### src/rtl/mem_ctrl_pkg.sv
// Shared definitions for the MEM-stage controller: FSM state encodings and
// the width of the WAIT-state cycle counter.
package mem_ctrl_pkg;

  typedef enum logic [1:0] {
    ST_IDLE = 2'd0,
    ST_REQ  = 2'd1,
    ST_WAIT = 2'd2,
    ST_RESP = 2'd3
  } state_e;

  // Plain constants so the FSM register stays an ordinary logic vector
  localparam logic [1:0] S_IDLE = ST_IDLE;
  localparam logic [1:0] S_REQ  = ST_REQ;
  localparam logic [1:0] S_WAIT = ST_WAIT;
  localparam logic [1:0] S_RESP = ST_RESP;

  localparam int TIMEOUT_DEFAULT = 64;

  // Counter must hold values 0..TIMEOUT-1; never narrower than one bit
  function automatic int cnt_width(input int timeout);
    return (timeout > 2) ? $clog2(timeout) : 1;
  endfunction

  localparam int WAIT_CNT_W_DEFAULT = cnt_width(TIMEOUT_DEFAULT);

endpackage

### src/rtl/mem_stage_ctrl_if.sv
// Request/response bus between the MEM-stage controller (master) and the
// multi-cycle data memory (slave).
interface mem_stage_ctrl_if #(
  parameter int DW = 16,
  parameter int AW = 16
);

  logic          mem_en;
  logic          mem_wr;
  logic [AW-1:0] mem_addr;
  logic [DW-1:0] mem_wdata;
  logic [DW-1:0] mem_rdata;
  logic          mem_stall;
  logic          mem_done;

  modport master (
    output mem_en, mem_wr, mem_addr, mem_wdata,
    input  mem_rdata, mem_stall, mem_done
  );

  modport slave (
    input  mem_en, mem_wr, mem_addr, mem_wdata,
    output mem_rdata, mem_stall, mem_done
  );

endinterface

### src/rtl/mem_stage_ctrl_wait_timer.sv
// mem_wait_timer: counts cycles spent waiting for the memory and flags when
// the count has reached TIMEOUT-1. The count saturates there until cleared.
import mem_ctrl_pkg::*;

module mem_wait_timer #(
  parameter int TIMEOUT = TIMEOUT_DEFAULT
) (
  input  logic clk,
  input  logic rst_n,
  input  logic clear,
  input  logic enable,
  output logic expired
);

  localparam int CW = cnt_width(TIMEOUT);

  logic [CW-1:0] count;

  assign expired = (count == CW'(TIMEOUT - 1));

  // Clear while a request is being issued, count up while waiting, hold at expiry
  always_ff @(posedge clk or negedge rst_n) begin
    if (!rst_n) begin
      count <= '0;
    end else if (clear) begin
      count <= '0;
    end else if (enable && !expired) begin
      count <= count + CW'(1);
    end
  end

endmodule

### src/rtl/mem_stage_ctrl.sv
// mem_stage_ctrl: producer side of the MEM/WB register. Issues EX/MEM loads
// and stores to a stalling data memory, freezes the upstream pipeline while
// an access is outstanding, and presents one result per instruction.
// Optional build macro MEM_ALIGN_CHK_EN: reject odd-address loads/stores in
// IDLE with an err pulse instead of issuing them.
import mem_ctrl_pkg::*;

module mem_stage_ctrl #(
  parameter int DW      = 16,
  parameter int AW      = 16,
  parameter int TIMEOUT = TIMEOUT_DEFAULT
) (
  input  logic          clk,
  input  logic          rst_n,
  input  logic          in_valid,
  input  logic          in_rd,
  input  logic          in_wr,
  input  logic [AW-1:0] in_addr,
  input  logic [DW-1:0] in_wdata,
  input  logic          flush,
  mem_stage_ctrl_if.master mem,
  output logic          stall_pipe,
  output logic          out_valid,
  output logic [DW-1:0] data_read,
  output logic [AW-1:0] address_o,
  output logic          err
);

  logic [1:0]    state;
  logic          wr_q;
  logic [AW-1:0] addr_q;
  logic [DW-1:0] wdata_q;
  logic          killed;
  logic          pass_q;
  logic          align_err_q;
  logic          timer_expired;
  logic          mem_op;
  logic          misaligned;
  logic          issue;
  logic          timeout_hit;

  assign mem_op = in_valid && (in_rd || in_wr) && !flush;

`ifdef MEM_ALIGN_CHK_EN
  assign misaligned = in_addr[0];
`else
  assign misaligned = 1'b0;
`endif

  assign issue       = (state == S_IDLE) && mem_op && !misaligned;
  assign timeout_hit = (state == S_WAIT) && timer_expired && !mem.mem_done;

  mem_wait_timer #(.TIMEOUT(TIMEOUT)) u_timer (
    .clk     (clk),
    .rst_n   (rst_n),
    .clear   (state == S_REQ),
    .enable  (state == S_WAIT),
    .expired (timer_expired)
  );

  // Main FSM plus captured request and result registers
  always_ff @(posedge clk or negedge rst_n) begin
    if (!rst_n) begin
      state     <= S_IDLE;
      wr_q      <= 1'b0;
      addr_q    <= '0;
      wdata_q   <= '0;
      killed    <= 1'b0;
      data_read <= '0;
      address_o <= '0;
    end else begin
      case (state)
        S_IDLE: begin
          if (in_valid && !flush) begin
            address_o <= in_addr;
            data_read <= '0;
            if (issue) begin
              state   <= S_REQ;
              wr_q    <= in_wr;
              addr_q  <= in_addr;
              wdata_q <= in_wdata;
            end
          end
        end
        S_REQ: begin
          if (mem.mem_stall) begin
            if (flush) state <= S_IDLE;
          end else begin
            state <= S_WAIT;
            if (flush) killed <= 1'b1;
          end
        end
        S_WAIT: begin
          if (flush) killed <= 1'b1;
          if (mem.mem_done) begin
            data_read <= wr_q ? '0 : mem.mem_rdata;
            state     <= S_RESP;
          end else if (timer_expired) begin
            data_read <= '0;
            state     <= S_RESP;
          end
        end
        S_RESP: begin
          killed <= 1'b0;
          state  <= S_IDLE;
        end
        default: state <= S_IDLE;
      endcase
    end
  end

  // One-cycle-latency result for non-memory (or rejected) instructions
  always_ff @(posedge clk or negedge rst_n) begin
    if (!rst_n) begin
      pass_q      <= 1'b0;
      align_err_q <= 1'b0;
    end else begin
      pass_q      <= (state == S_IDLE) && in_valid && !flush &&
                     (!(in_rd || in_wr) || misaligned);
      align_err_q <= (state == S_IDLE) && mem_op && misaligned;
    end
  end

  assign mem.mem_en    = (state == S_REQ);
  assign mem.mem_wr    = (state == S_REQ) && wr_q;
  assign mem.mem_addr  = addr_q;
  assign mem.mem_wdata = wdata_q;

  assign stall_pipe = (state == S_REQ) || (state == S_WAIT);
  assign out_valid  = pass_q || ((state == S_RESP) && !killed);
  assign err        = timeout_hit || align_err_q;

endmodule

### src/flat_wrapper.sv
// flat-port wrapper written by rule: the top's interface ports become plain ports
module mem_stage_ctrl_flat 
#(
  parameter int DW      = 16,
  parameter int AW      = 16,
  parameter int TIMEOUT = TIMEOUT_DEFAULT
)
  (clk, rst_n, in_valid, in_rd, in_wr, in_addr, in_wdata, flush, stall_pipe, out_valid, data_read, address_o, err, mem_mem_en, mem_mem_wr, mem_mem_addr, mem_mem_wdata, mem_mem_rdata, mem_mem_stall, mem_mem_done);
  mem_stage_ctrl_if #(.DW(DW), .AW(AW)) mem_i ();
  input  logic clk;
  input  logic rst_n;
  input  logic in_valid;
  input  logic in_rd;
  input  logic in_wr;
  input  logic [AW-1:0] in_addr;
  input  logic [DW-1:0] in_wdata;
  input  logic flush;
  output logic stall_pipe;
  output logic out_valid;
  output logic [DW-1:0] data_read;
  output logic [AW-1:0] address_o;
  output logic err;
  output wire logic [$bits(mem_i.mem_en)-1:0] mem_mem_en;
  output wire logic [$bits(mem_i.mem_wr)-1:0] mem_mem_wr;
  output wire logic [$bits(mem_i.mem_addr)-1:0] mem_mem_addr;
  output wire logic [$bits(mem_i.mem_wdata)-1:0] mem_mem_wdata;
  input wire logic [$bits(mem_i.mem_rdata)-1:0] mem_mem_rdata;
  input wire logic [$bits(mem_i.mem_stall)-1:0] mem_mem_stall;
  input wire logic [$bits(mem_i.mem_done)-1:0] mem_mem_done;
  assign mem_mem_en = mem_i.mem_en;
  assign mem_mem_wr = mem_i.mem_wr;
  assign mem_mem_addr = mem_i.mem_addr;
  assign mem_mem_wdata = mem_i.mem_wdata;
  assign mem_i.mem_rdata = mem_mem_rdata;
  assign mem_i.mem_stall = mem_mem_stall;
  assign mem_i.mem_done = mem_mem_done;
  mem_stage_ctrl #(.DW(DW), .AW(AW), .TIMEOUT(TIMEOUT)) u_core (.clk(clk), .rst_n(rst_n), .in_valid(in_valid), .in_rd(in_rd), .in_wr(in_wr), .in_addr(in_addr), .in_wdata(in_wdata), .flush(flush), .mem(mem_i), .stall_pipe(stall_pipe), .out_valid(out_valid), .data_read(data_read), .address_o(address_o), .err(err));
endmodule
### config.mk
export PLATFORM = sky130hd
export DESIGN_NAME = mem_stage_ctrl_flat
export DESIGN_NICKNAME = d
export VERILOG_FILES = /design/src/rtl/mem_ctrl_pkg.sv /design/src/rtl/mem_stage_ctrl_if.sv /design/src/rtl/mem_stage_ctrl_wait_timer.sv /design/src/rtl/mem_stage_ctrl.sv /design/src/flat_wrapper.sv
export SDC_FILE = /design/constraint.sdc
export NUM_CORES = 1
export LEC_CHECK = 0
export ABC_AREA = 1
export CELL_PAD_IN_SITES_DETAIL_PLACEMENT = 1
export CELL_PAD_IN_SITES_GLOBAL_PLACEMENT = 1
export CORE_MARGIN = 2
export CORE_UTILIZATION = 35
export CTS_BUF_LIST = sky130_fd_sc_hd__clkbuf_4 sky130_fd_sc_hd__clkbuf_8
export DETAILED_ROUTE_END_ITERATION = 8
export MAX_ROUTING_LAYER = met4
export PLACE_DENSITY = 0.95
export SYNTH_ARGS = -nofsm -noshare
export SYNTH_HDL_FRONTEND = slang
export SYNTH_SLANG_ARGS = --single-unit
### constraint.sdc
create_clock -name clk -period 3.15 [get_ports clk]
set_input_delay 0.63 -clock clk [delete_from_list [all_inputs] [get_ports clk]]
set_output_delay 0.63 -clock clk [all_outputs]
set_load 0.005 [all_outputs]
==> flow_summary.toml <==
[synth]
yosysTopAreaCell = "dfrtp_1"
synth_seq_area_share_pct = 59.9
synthTopCellsByArea = "dfrtp_1 (60%), nand2_1 (11%), o21ai_0 (8.1%), mux2_4 (4.3%), inv_1 (3.7%)"
synth_flop_cell = "dfrtp_1"
synth-seq-cells = 75
yosysMostFrequentCell = "nand2_1"
synth_cells = 319
synth_area_um2 = 3130
synth_edf_count = 0
synth.avg_cell_area_um2 = 9.83
ys_types = 24
ys_top_cells_by_count = "nand2_1 (91), dfrtp_1 (75), o21ai_0 (51)"
async_flop_share_pct = 100
netlist.area_leader.share_pct = 59.9
yosysWarnings = 0
syn_nets = 380

[grt]
grt_max_degree = 76
grt_use_total_pct = 19.6
grt_pass1_vias = 3039
grt_pass1_wl_um = 14800
grt_overflow = 0
antenna_found_initial = 0

[clock_tree]
cts_resized = 0
htreeDepth = 3
clk_pin_slew_ns = 0.09
cts_root_buffer = "clkbuf_8"
cts_sinks = 75
cts_setup_buffers = 0
numCtsBuffers = 9
insertion_delay_ns = 0.35
cts_tree = "done"
clock_path_buffers = 2
holdBufCountCts = 0

[route]
route.met2.wl_um = 4290
top_layer = "met4"
wire_per_inst_um = 15.9
final_antenna_net_count = 0
drt_iter0_markers = 73
drcViolationCount = 0
wl_met3_um = 642
vias = 2705
wl_um = 8900
routed_via_density = 4.83
first_pass_iters = 4
wl_met1_um = 3790

[placement]
placed_cells = 544
hpwlAfterDp_um = 6490
gp_congestion = 0.822
numPortBuffers = 124

[run]
max_cap_viol_count = 0

[power_and_ir_drop]
swShare_pct = 31.3
power_density_nw_per_um2 = 840
p_sw_mw = 1.24
pwr-share-seq_pct = 38.8
p_leak_nw = 2.16
cellInternalPower_mw = 2.71
peakVddDrop_mv = 0.395
combPwrFrac_pct = 39.4
power_frac_clock_pct = 21.8

[setup_path]
cp-start-kind = "register"
crit_family = "buffers and inverters"
cp_num_buf_inv = 4
crit_arrival_ns = 2.12
path_common_cell = "inv_1"
crit_type = "register to output pin"
cp_slowest_cell = "clkdlybuf4s50_1"
worstPathRequired_ns = 2.52
cp_slowest_stage_delay_ns = 0.53
path_cells = "inv_1 -> ha_1 -> inv_1 -> nor2_1 -> inv_1 -> nor3_1 -> clkdlybuf4s50_1"
path_max_fanout = 6
end_kind = "output pin"

[sta]
layout_worst_path_cycle_share_pct = 87.3
worstMarginPinSlew_ns = 0.961
skew_ns = 0.00925
hold_viol = 0
fin_crit_ns = 2.75
drv_slew = 0
setup_viol = 0
rsz0062_at_grt = "no"
slew_headroom_pct = 36.0
max_freq_mhz = 364
tns_ns = 0

[die]
die_width_um = 98.6
dieArea_um2 = 9730
start_util_pct = 35.9
die_y_um = 98.6
num_rows = 34
io_pins = 125
core_um2 = 8720

[cells_and_area]
fillers = 995
finalNonFillerCells = 560
area_growth_pct = 50.1
n_antenna_cell = 0
nNetsFinal = 508
drive_gt1_share_pct = 9.29

[outcome]
status = "completed"

[worst_hold_path]
hp-class = "input port to asynchronous set/reset pin"
[worst paths after layout]
check,startpoint,end,slack (ns),cells after the start
min in group clk,u_core.data_read[2]$_DFFE_PN0P_,u_core.data_read[2]$_DFFE_PN0P_,0.49,2
max in group asynchronous,rst_n,u_core.u_timer.count[4]$_DFFE_PN0P_,2.09,1
min reg2reg,u_core.data_read[2]$_DFFE_PN0P_,u_core.data_read[2]$_DFFE_PN0P_,0.49,2
min,rst_n,u_core.killed$_DFFE_PN0P_,0.42,1
max,u_core.state[0]$_DFFE_PN0P_,err,0.40,7
max reg2reg,u_core.state[0]$_DFFE_PN0P_,u_core.mem.mem_addr[8]$_DFFE_PN0P_,1.13,8
[flip-flops by register name (all words and copies together) (netlist names), 6 cells and up, named ones only]
signal and cells:
u_core.address_o 16, u_core.data_read 16, u_core.mem.mem_addr 16, u_core.mem.mem_wdata 16
u_core.u_timer.count 6
[power groups by stage]
stage	Combinational [mW]	Sequential (mW)	Clock, mW
6_report	1.56	1.53	0.862
5_1_grt	1.73	1.58	0.922
4_1_cts	1.59	1.53	0.882
3_5_place_dp	1.58	1.54	0
3_3_place_gp	1.51	1.52	0
2_1_floorplan	0.586	1.54	0
[layout by cell type, fill, tap and decap left out, types with 2 or more instances in the layout]
master | netlist | layout
a21oi_1 | 3 | 3
buf_4 | 1 | 6
bufinv_16 | 0 | 2
clkbuf_8 | 0 | 10
clkdlybuf4s50_1 | 0 | 123
dfrtp_1 | 75 | 75
ha_1 | 5 | 5
inv_1 | 31 | 31
mux2_2 | 7 | 7
mux2_4 | 9 | 9
nand2_1 | 91 | 91
nand3_1 | 8 | 8
nand4_1 | 4 | 4
nor2_1 | 13 | 13
o21ai_0 | 51 | 51
o21ai_1 | 3 | 3
[area by class of cell]
cell class	count	area (um2)	share of cell area, %
flip-flops and latches	75	1880	39.9
repair buffers	129	1280	27.1
multi-input cells	200	1070	22.7
clock buffers	11	145	3.08
well taps	108	135	2.87
inverters	32	121	2.58
clock inverters	5	85.1	1.81
[routing by layer]
layer | global-route usage, % | vias to the layer above
met5 | - | -
li1 | - | 1275
met1 | 23.3 | 1314
met4 | 7.06 | 0
met3 | 6.31 | 18
met2 | 31.6 | 98
[logic make-up (layout without fill, tap and decap cells)]
logic type	after synthesis	count (layout)	share of synthesized area (%)
muxes	16	16	6.83
adders and majority gates	5	5	2.00
DFF	75	75	59.9
buffers and inverters	44	177	6.11
and+or+nand+nor	120	120	15.6
AOI/OAI and AO/OA	59	59	9.58
[through the flow]
stage | power [mW] | hold slack [ns] | area (um2) | utilization [%] | setup slack (ns)
after floorplan | 2.13 | 0.334 | 3130 | - | 1.46
after detailed placement | 3.12 | 0.476 | 4480 | 51.3 | 0.529
final | 3.95 | 0.416 | 4710 | 54.0 | 0.399
after CTS | 4.01 | 0.463 | 4710 | 54.0 | 0.363
after global placement | 3.03 | 0.464 | 4480 | 51.3 | 0.625
after global routing | 4.23 | 0.509 | 4710 | 54.0 | 0.210
(Power assumes the default switching activity.)
